==> src/rtl/ph_ac_collector.sv <==
// Collects per-channel phase/amplitude results in any order and streams each complete
// frame out over valid/ready, one beat per channel, channel 0 first.
module ph_ac_collector #(
    parameter int CHANELS    = 4,
    parameter int PH_WIDTH   = 32,
    parameter int AC_WIDTH   = 32,
    parameter int DROP_WIDTH = 16,
    localparam int AW = (CHANELS > 1) ? $clog2(CHANELS) : 1
) (
    input  logic                       clk,
    input  logic                       rst,
    input  logic                       i_vld,
    input  logic [AW-1:0]              address,
    input  logic signed [PH_WIDTH-1:0] ph,
    input  logic [AC_WIDTH-1:0]        ac,
    output logic                       o_valid,
    input  logic                       o_ready,
    output logic [AW-1:0]              o_ch,
    output logic signed [PH_WIDTH-1:0] o_ph,
    output logic [AC_WIDTH-1:0]        o_ac,
    output logic                       o_last,
    output logic [DROP_WIDTH-1:0]      drop_cnt,
    output logic                       busy
);

    typedef enum logic {IDLE, STREAM} state_e;

    state_e state_q, state_d;
    logic [AW-1:0] k_q, k_d;

    logic signed [PH_WIDTH-1:0] capPh_q [CHANELS];
    logic [AC_WIDTH-1:0]        capAc_q [CHANELS];
    logic [CHANELS-1:0]         capVld_q;
    logic signed [PH_WIDTH-1:0] bankPh_q [CHANELS];
    logic [AC_WIDTH-1:0]        bankAc_q [CHANELS];
    logic [DROP_WIDTH-1:0]      dropCnt_q;

    logic wr, complete, lastBeat, hs, lastHs, bankFree, load;
    logic [CHANELS-1:0] wrMask;

    assign wr       = i_vld && (32'(address) < 32'(CHANELS));
    assign complete = wr && (&(capVld_q | wrMask));
    assign lastBeat = (k_q == AW'(CHANELS - 1));
    assign hs       = (state_q == STREAM) && o_ready;
    assign lastHs   = hs && lastBeat;
    // The bank is reusable on the very edge its final beat is accepted.
    assign bankFree = (state_q == IDLE) || lastHs;
    assign load     = complete && bankFree;

    always_comb begin
        wrMask = '0;
        if (wr) wrMask[address] = 1'b1;
    end

    always_ff @(posedge clk or posedge rst) begin
        if (rst) begin
            capVld_q <= '0;
            for (int i = 0; i < CHANELS; i++) begin
                capPh_q[i] <= '0;
                capAc_q[i] <= '0;
            end
        end else begin
            if (wr) begin
                capPh_q[address] <= ph;
                capAc_q[address] <= ac;
            end
            if (complete) capVld_q <= '0;
            else          capVld_q <= capVld_q | wrMask;
        end
    end

    // The completing sample bypasses the capture bank straight into the output bank.
    always_ff @(posedge clk or posedge rst) begin
        if (rst) begin
            for (int i = 0; i < CHANELS; i++) begin
                bankPh_q[i] <= '0;
                bankAc_q[i] <= '0;
            end
        end else if (load) begin
            for (int i = 0; i < CHANELS; i++) begin
                bankPh_q[i] <= wrMask[i] ? ph : capPh_q[i];
                bankAc_q[i] <= wrMask[i] ? ac : capAc_q[i];
            end
        end
    end

    always_ff @(posedge clk or posedge rst) begin
        if (rst)                                        dropCnt_q <= '0;
        else if (complete && !bankFree && dropCnt_q != '1) dropCnt_q <= dropCnt_q + 1'b1;
    end

    always_ff @(posedge clk or posedge rst) begin
        if (rst) begin
            state_q <= IDLE;
            k_q     <= '0;
        end else begin
            state_q <= state_d;
            k_q     <= k_d;
        end
    end

    always_comb begin
        state_d = state_q;
        k_d     = k_q;
        case (state_q)
            IDLE: begin
                if (load) begin
                    state_d = STREAM;
                    k_d     = '0;
                end
            end
            STREAM: begin
                if (hs) begin
                    if (lastBeat) begin
                        k_d = '0;
                        if (!load) state_d = IDLE;
                    end else begin
                        k_d = k_q + 1'b1;
                    end
                end
            end
            default: begin
                state_d = IDLE;
                k_d     = '0;
            end
        endcase
    end

    always_comb begin
        o_valid = (state_q == STREAM);
        busy    = (state_q == STREAM);
        o_last  = (state_q == STREAM) && lastBeat;
    end

    assign o_ch     = k_q;
    assign o_ph     = bankPh_q[k_q];
    assign o_ac     = bankAc_q[k_q];
    assign drop_cnt = dropCnt_q;

endmodule

==> config.mk <==
export PLATFORM = sky130hd
export DESIGN_NAME = ph_ac_collector
export DESIGN_NICKNAME = d
export VERILOG_FILES = /design/src/rtl/ph_ac_collector.sv
export SDC_FILE = /design/constraint.sdc
export NUM_CORES = 1
export LEC_CHECK = 0
export CAP_MARGIN = 15
export CORE_UTILIZATION = 53
export CTS_CLUSTER_SIZE = 14
export DETAILED_ROUTE_END_ITERATION = 7
export GPL_ROUTABILITY_DRIVEN = 0
export HOLD_SLACK_MARGIN = 0.15
export PLACE_DENSITY_LB_ADDON = 0.12
export SLEW_MARGIN = 30
export SYNTH_ARGS = -nofsm -noshare
export SYNTH_HDL_FRONTEND = slang
export SYNTH_SLANG_ARGS = --single-unit
==> constraint.sdc <==
create_clock -name clk -period 19.59 [get_ports clk]
set_input_delay 3.918 -clock clk [delete_from_list [all_inputs] [get_ports clk]]
set_output_delay 3.918 -clock clk [all_outputs]
set_load 0.03 [all_outputs]
# Word level (Yosys, flattened, before mapping)
# Cells that the tools add are included.
dict set report classes {
  add_sub_neg 2
  magnitude_cmp 5
  n_eq_ne 4
  mux 30
  bitwise_logic 4
  n_reduce_logical 13
}
# op n
set op_table {}
lappend op_table {{two-way mux 32 bit} 13}
lappend op_table {{bitwise mux 128 bit} 2}
lappend op_table {{binary-select mux 32 bit (select 2 bit)} 2}
lappend op_table {{demux 32 bit (select 2 bit)} 1}
lappend op_table {{adder 16 x 1 -> 16 bit, second input constant} 1}
lappend op_table {{inequality test 16 bit, second input constant} 1}
lappend op_table {{logical AND 1 bit} 9}
lappend op_table {{two-way mux 4 bit} 2}
lappend op_table {{>= comparator 3 bit, second input constant} 2}
lappend op_table {{two-way mux 2 bit} 3}
lappend op_table {{inverter 2 -> 3 bit} 2}
lappend op_table {{two-way mux 1 bit} 4}
lappend op_table {{bitwise OR 4 bit} 1}
lappend op_table {{case mux 2 bit (2 select lines)} 1}
lappend op_table {{AND reduction 4 bit} 1}
lappend op_table {{< comparator 2 x 3 -> 1 bit, second input constant} 1}
lappend op_table {{< comparator 3 x 1 -> 1 bit, second input constant} 1}
lappend op_table {{adder 2 x 1 -> 2 bit, second input constant} 1}
lappend op_table {{demux 1 bit (select 2 bit)} 1}
lappend op_table {{equality test 2 bit, second input constant} 1}
lappend op_table {{>= comparator 2 x 1 -> 1 bit, second input constant} 1}
lappend op_table {{inequality test 2 x 1 -> 1 bit, second input constant} 1}
lappend op_table {{inequality test 2 bit, second input constant} 1}
lappend op_table {{case mux 1 bit (2 select lines)} 1}
lappend op_table {{4 further kinds} 4}
dict set report totals {
  ff_bits 535
  inputBits 70
  out_inout_bits 85
  wordCells 78
}

# Logic depth before layout (Yosys ltp)
dict set report depth {
  ltp_word 13
  ltp_mapped 8
  ltp_nobuf 6
}

# Least setup slack after synthesis
# OpenSTA, ideal clock, no wires.
dict set report synth_path {
  path_type {reg-to-output}
  start {register k_q[0], in the netlist o_ch[0]}
  end {output port o_ac[0]}
  arrival_time_ps 1999
  required_time_ps 15672
  slack_ps 13673
  path_stages_with_launch 4
  path_buffers 2
  path_cell_list {dfrtp_1 -> buf_1 -> buf_2 -> mux4_2}
}
dict set report synth_via {
  elab_chain_cells 4
}
# item line_no
set synth_lines {}
lappend synth_lines {{from (decl)} 29} ;# logic [AW-1:0] k_q, k_d;
lappend synth_lines {{from (signal assigned)} 98} ;# k_q <= k_d;
lappend synth_lines {{inverter 2 -> 3 bit (implied by the code)} 137} ;# assign o_ac = bankAc_q[k_q];
lappend synth_lines {{binary-select mux 32 bit (select 2 bit)} 137}
lappend synth_lines {{two-way mux 32 bit (implied by the code) (2 in a row)} 137}
lappend synth_lines {{to (decl)} 20} ;# output logic [AC_WIDTH-1:0] o_ac,
# Every way passes these cells. The select of a mux whose other input is x is not followed.

# Worst setup path in the final report
dict set report layout_path {
  start {register k_q[0], in the netlist o_ch[0]}
  end {output port o_ph[27]}
}
dict set report layout_via {
  elab_chain_cells 4
}
# item line_no
set layout_lines {}
lappend layout_lines {{inverter 2 -> 3 bit (implied by the code)} 136} ;# assign o_ph = bankPh_q[k_q];
lappend layout_lines {{binary-select mux 32 bit (select 2 bit)} 136}
lappend layout_lines {{two-way mux 32 bit (implied by the code) (2 in a row)} 136}
lappend layout_lines {{to (decl)} 19} ;# output logic signed [PH_WIDTH-1:0] o_ph,
# Every way passes these cells. The select of a mux whose other input is x is not followed.

==> flow_summary.json <==
{
  "status": "completed",
  "synth_seq_cells": 535,
  "ios": 155,
  "syn_avg_cell_area_um2": 17.23,
  "htree_levels": 2,
  "setup_tns_ns": 0,
  "setup_ws_ns": 12.06,
  "crit_type": "reg -> out",
  "vias_per_cell": 5.584,
  "synthDistinctLibCells": 38,
  "relSlewSlack_pct": 38.88,
  "layout-drive-gt1-share_pct": 31.60,
  "synth_top_family_by_area": "multiplexers",
  "peakVddDrop_mv": 0.1043,
  "dr.pass1.iters": 5,
  "crit_arrival_ns": 3.61,
  "core_mm2": 0.04083,
  "worstHoldPathType": "reg -> reg",
  "cts_buffer_depth": 3,
  "drc": 0,
  "wire_per_inst_um": 20.60,
  "synth-simple-area-share_pct": 1.513,
  "clock-sinks": 535,
  "numPortBuffers": 154,
  "hold_slack_ns": 0.4776,
  "fillers": 3082,
  "multi_input_area_mm2": 0.007824,
  "rsz0062_at_grt": "false",
  "worstSetupStartpoint": "o_ch[0]",
  "critical_path.max_stage_delay_ns": 0.87,
  "cts_resized": 0,
  "slew_violations": 0,
  "period_needed_ns": 7.531,
  "final_antenna_net_count": 0,
  "synth_warnings": 0,
  "clock_latency_ns": 0.59,
  "dieArea_mm2": 0.04217,
  "initial_core_util_pct": 53.67,
  "path_depth": 3,
  "seq_area_mm2": 0.01340,
  "crit_chain": "buf_4, mux4_2, clkdlybuf4s50_1",
  "antenna_found_initial": 2,
  "synth_nets": 1344,
  "synth_cells": 1272,
  "cts_setup_buffers": 0,
  "critPathBufInv": 2,
  "crit_fanout": 40,
  "worst_slew_pin_slew_ns": 0.9168,
  "die_h_um": 205.4,
  "power.density_mw_per_mm2": 156.8,
  "clock.fmax_ghz": 0.1328,
  "rows": 74,
  "setup_violations": 0,
  "dp_hpwl_um": 23460,
  "root_buffer": "clkbuf_16",
  "r2r-start": "o_ch[0]",
  "cp-endpoint": "o_ph[27]",
  "ys_seq_area_share_pct": 61.09,
  "placed_area_mm2": 0.02359,
  "grt_pass1_wl_um": 67320,
  "synthAdderAreaFrac_pct": 0.1142,
  "leakage_nw": 10.81,
  "cts_tree": "done",
  "grt_pass1_vias": 12006,
  "synth_compound_area_share_pct": 0.3768,
  "cap_viol_max_count": 0,
  "routed_wl_um": 41160,
  "cp-start-kind": "flip-flop",
  "cts.hold.buffers_added": 0,
  "fin_crit_sh_pct": 38.44,
  "yosys.area_share.xor_xnor_pct": 0.4796,
  "dp_slack_ns": 11.39,
  "hold_violations": 0,
  "r2r_slack_ns": 15.03,
  "die_w_um": 205.4,
  "endpoint_kind": "primary output",
  "synthesis.area_mm2": 0.02192,
  "grt_max_degree": 168,
  "area_growth_pct": 15.60,
  "critical_path.slowest_cell": "dfrtp_4",
  "synth_mux_area_share_pct": 33.14,
  "required_ns": 15.67,
  "p_total_mw": 3.971,
  "worstRegToRegCells": 7,
  "fin_skew_ns": 0.01262,
  "num_vias": 11156,
  "path_delay_family": "buffers and inverters",
  "grtUsageTotal_pct": 20.63,
  "final_cell_area_mm2": 0.02533,
  "timing.rr.end": "bankPh_q[120]",
  "first_iter_violations": 493,
  "nNetsFinal": 1500,
  "cts_made_buffers": 54,
  "clkSlewWorstSetupHoldPaths_ns": 0.06,
  "overflow": 0
}
## layout make-up
type                    instances  area share (%)
well taps                     532           2.627
clock inverters                 3         0.05927
clock buffers                  90           6.554
flip-flops and latches        535           52.87
repair buffers                172           6.885
diodes                          1        0.009878
multi-input cells             661           30.88
inverters                       4          0.1087
## where the power goes
group | total, mW | internal, mW | leakage, nW | switching, mW
Combinational | 1.34 | 0.690 | 3.52 | 0.646
Clock | 0.977 | 0.571 | 0.819 | 0.406
Sequential | 1.66 | 1.47 | 6.47 | 0.186
Total | 3.97 | 2.73 | 10.8 | 1.24
## worst min-delay path by stage
stage | depth (start not counted) | from | to
floorplan | 1 | bankAc_q[33] | bankAc_q[33]
CTS | 1 | bankPh_q[63] | bankPh_q[63]
global route | 1 | bankPh_q[45] | bankPh_q[45]
finish | 1 | bankAc_q[58] | bankAc_q[58]
global placement | 1 | bankPh_q[41] | bankPh_q[41]
detailed placement | 1 | bankPh_q[45] | bankPh_q[45]
## placed cells by master (no fill, tap or decap), types with 7 or more instances in the layout
master / instances
dfrtp_1: 533
mux2_2: 299
mux2_1: 217
clkdlybuf4s50_1: 154
mux4_2: 64
clkbuf_16: 57
clkbuf_1: 22
clkbuf_8: 11
nand2_1: 10
nand4_1: 10
xnor2_1: 10
buf_4: 9
nand3_1: 7
nor2_1: 7
## flip-flops by register name, indices dropped and copies added (netlist names)
name,count
busy,1
capVld_q,4
bankPh_q,128
capPh_q,128
o_ch,2
drop_cnt,16
bankAc_q,128
capAc_q,128
## synthesized netlist by cell type
master | instances | area (um2)
mux2_2 | 299 | 3367
buf_1 | 5 | 18.77
nor3_2 | 2 | 20.02
and2_1 | 4 | 25.02
a21oi_1 | 4 | 20.02
mux2_1 | 217 | 2444
o41ai_1 | 1 | 8.760
mux4_2 | 64 | 1441
nand4b_1 | 1 | 8.760
xor2_1 | 2 | 17.52
nor4_1 | 2 | 12.51
nand3_1 | 8 | 40.04
inv_1 | 4 | 15.01
nor3b_1 | 1 | 7.510
clkbuf_1 | 13 | 48.80
nand4_1 | 10 | 62.56
nand3b_1 | 2 | 15.01
nor4b_1 | 1 | 8.760
buf_2 | 24 | 120.1
a32o_1 | 2 | 20.02
xnor2_1 | 10 | 87.58
nor3_1 | 1 | 5.000
ha_1 | 2 | 25.02
mux2i_1 | 1 | 10.01
a21boi_2 | 1 | 11.26
buf_12 | 22 | 440.4
and4_1 | 1 | 8.760
nor2_1 | 7 | 26.28
or2_4 | 1 | 8.760
nand2_1 | 10 | 37.54
o211a_4 | 1 | 17.52
nand2b_1 | 2 | 12.51
buf_6 | 5 | 56.30
dfrtp_1 | 535 | 13390
and3_1 | 2 | 12.51
o21ai_1 | 1 | 5.000
nor2_8 | 1 | 20.02
buf_4 | 3 | 22.52
## stage by stage
step / util (%) / instances
after floorplan: - / 1272
after global placement: 57.75 / 1902
after detailed placement: 57.78 / 1902
after CTS: 61.88 / 1995
after global routing: 62.04 / 1997
final: 62.05 / 1998
## cell families after synthesis
family / count (synthesis)
multiplexers: 581
flip-flops: 535
buffers and inverters: 76
AND/OR/NAND/NOR: 56
XOR/XNOR: 12
AO/OA/AOI/OAI: 10
adder cells (fa/ha/maj): 2
## per-layer routing
layer / track usage [%] / up-vias / wire length [um]
met5: 0 / - / 29
met4: 6.481 / 4 / 996
met3: 4.276 / 72 / 1902
met2: 32.89 / 175 / 19770
met1: 28.56 / 5937 / 18460
li1: - / 4968 / -
No activity file was read; power rests on OpenSTA's default activity.
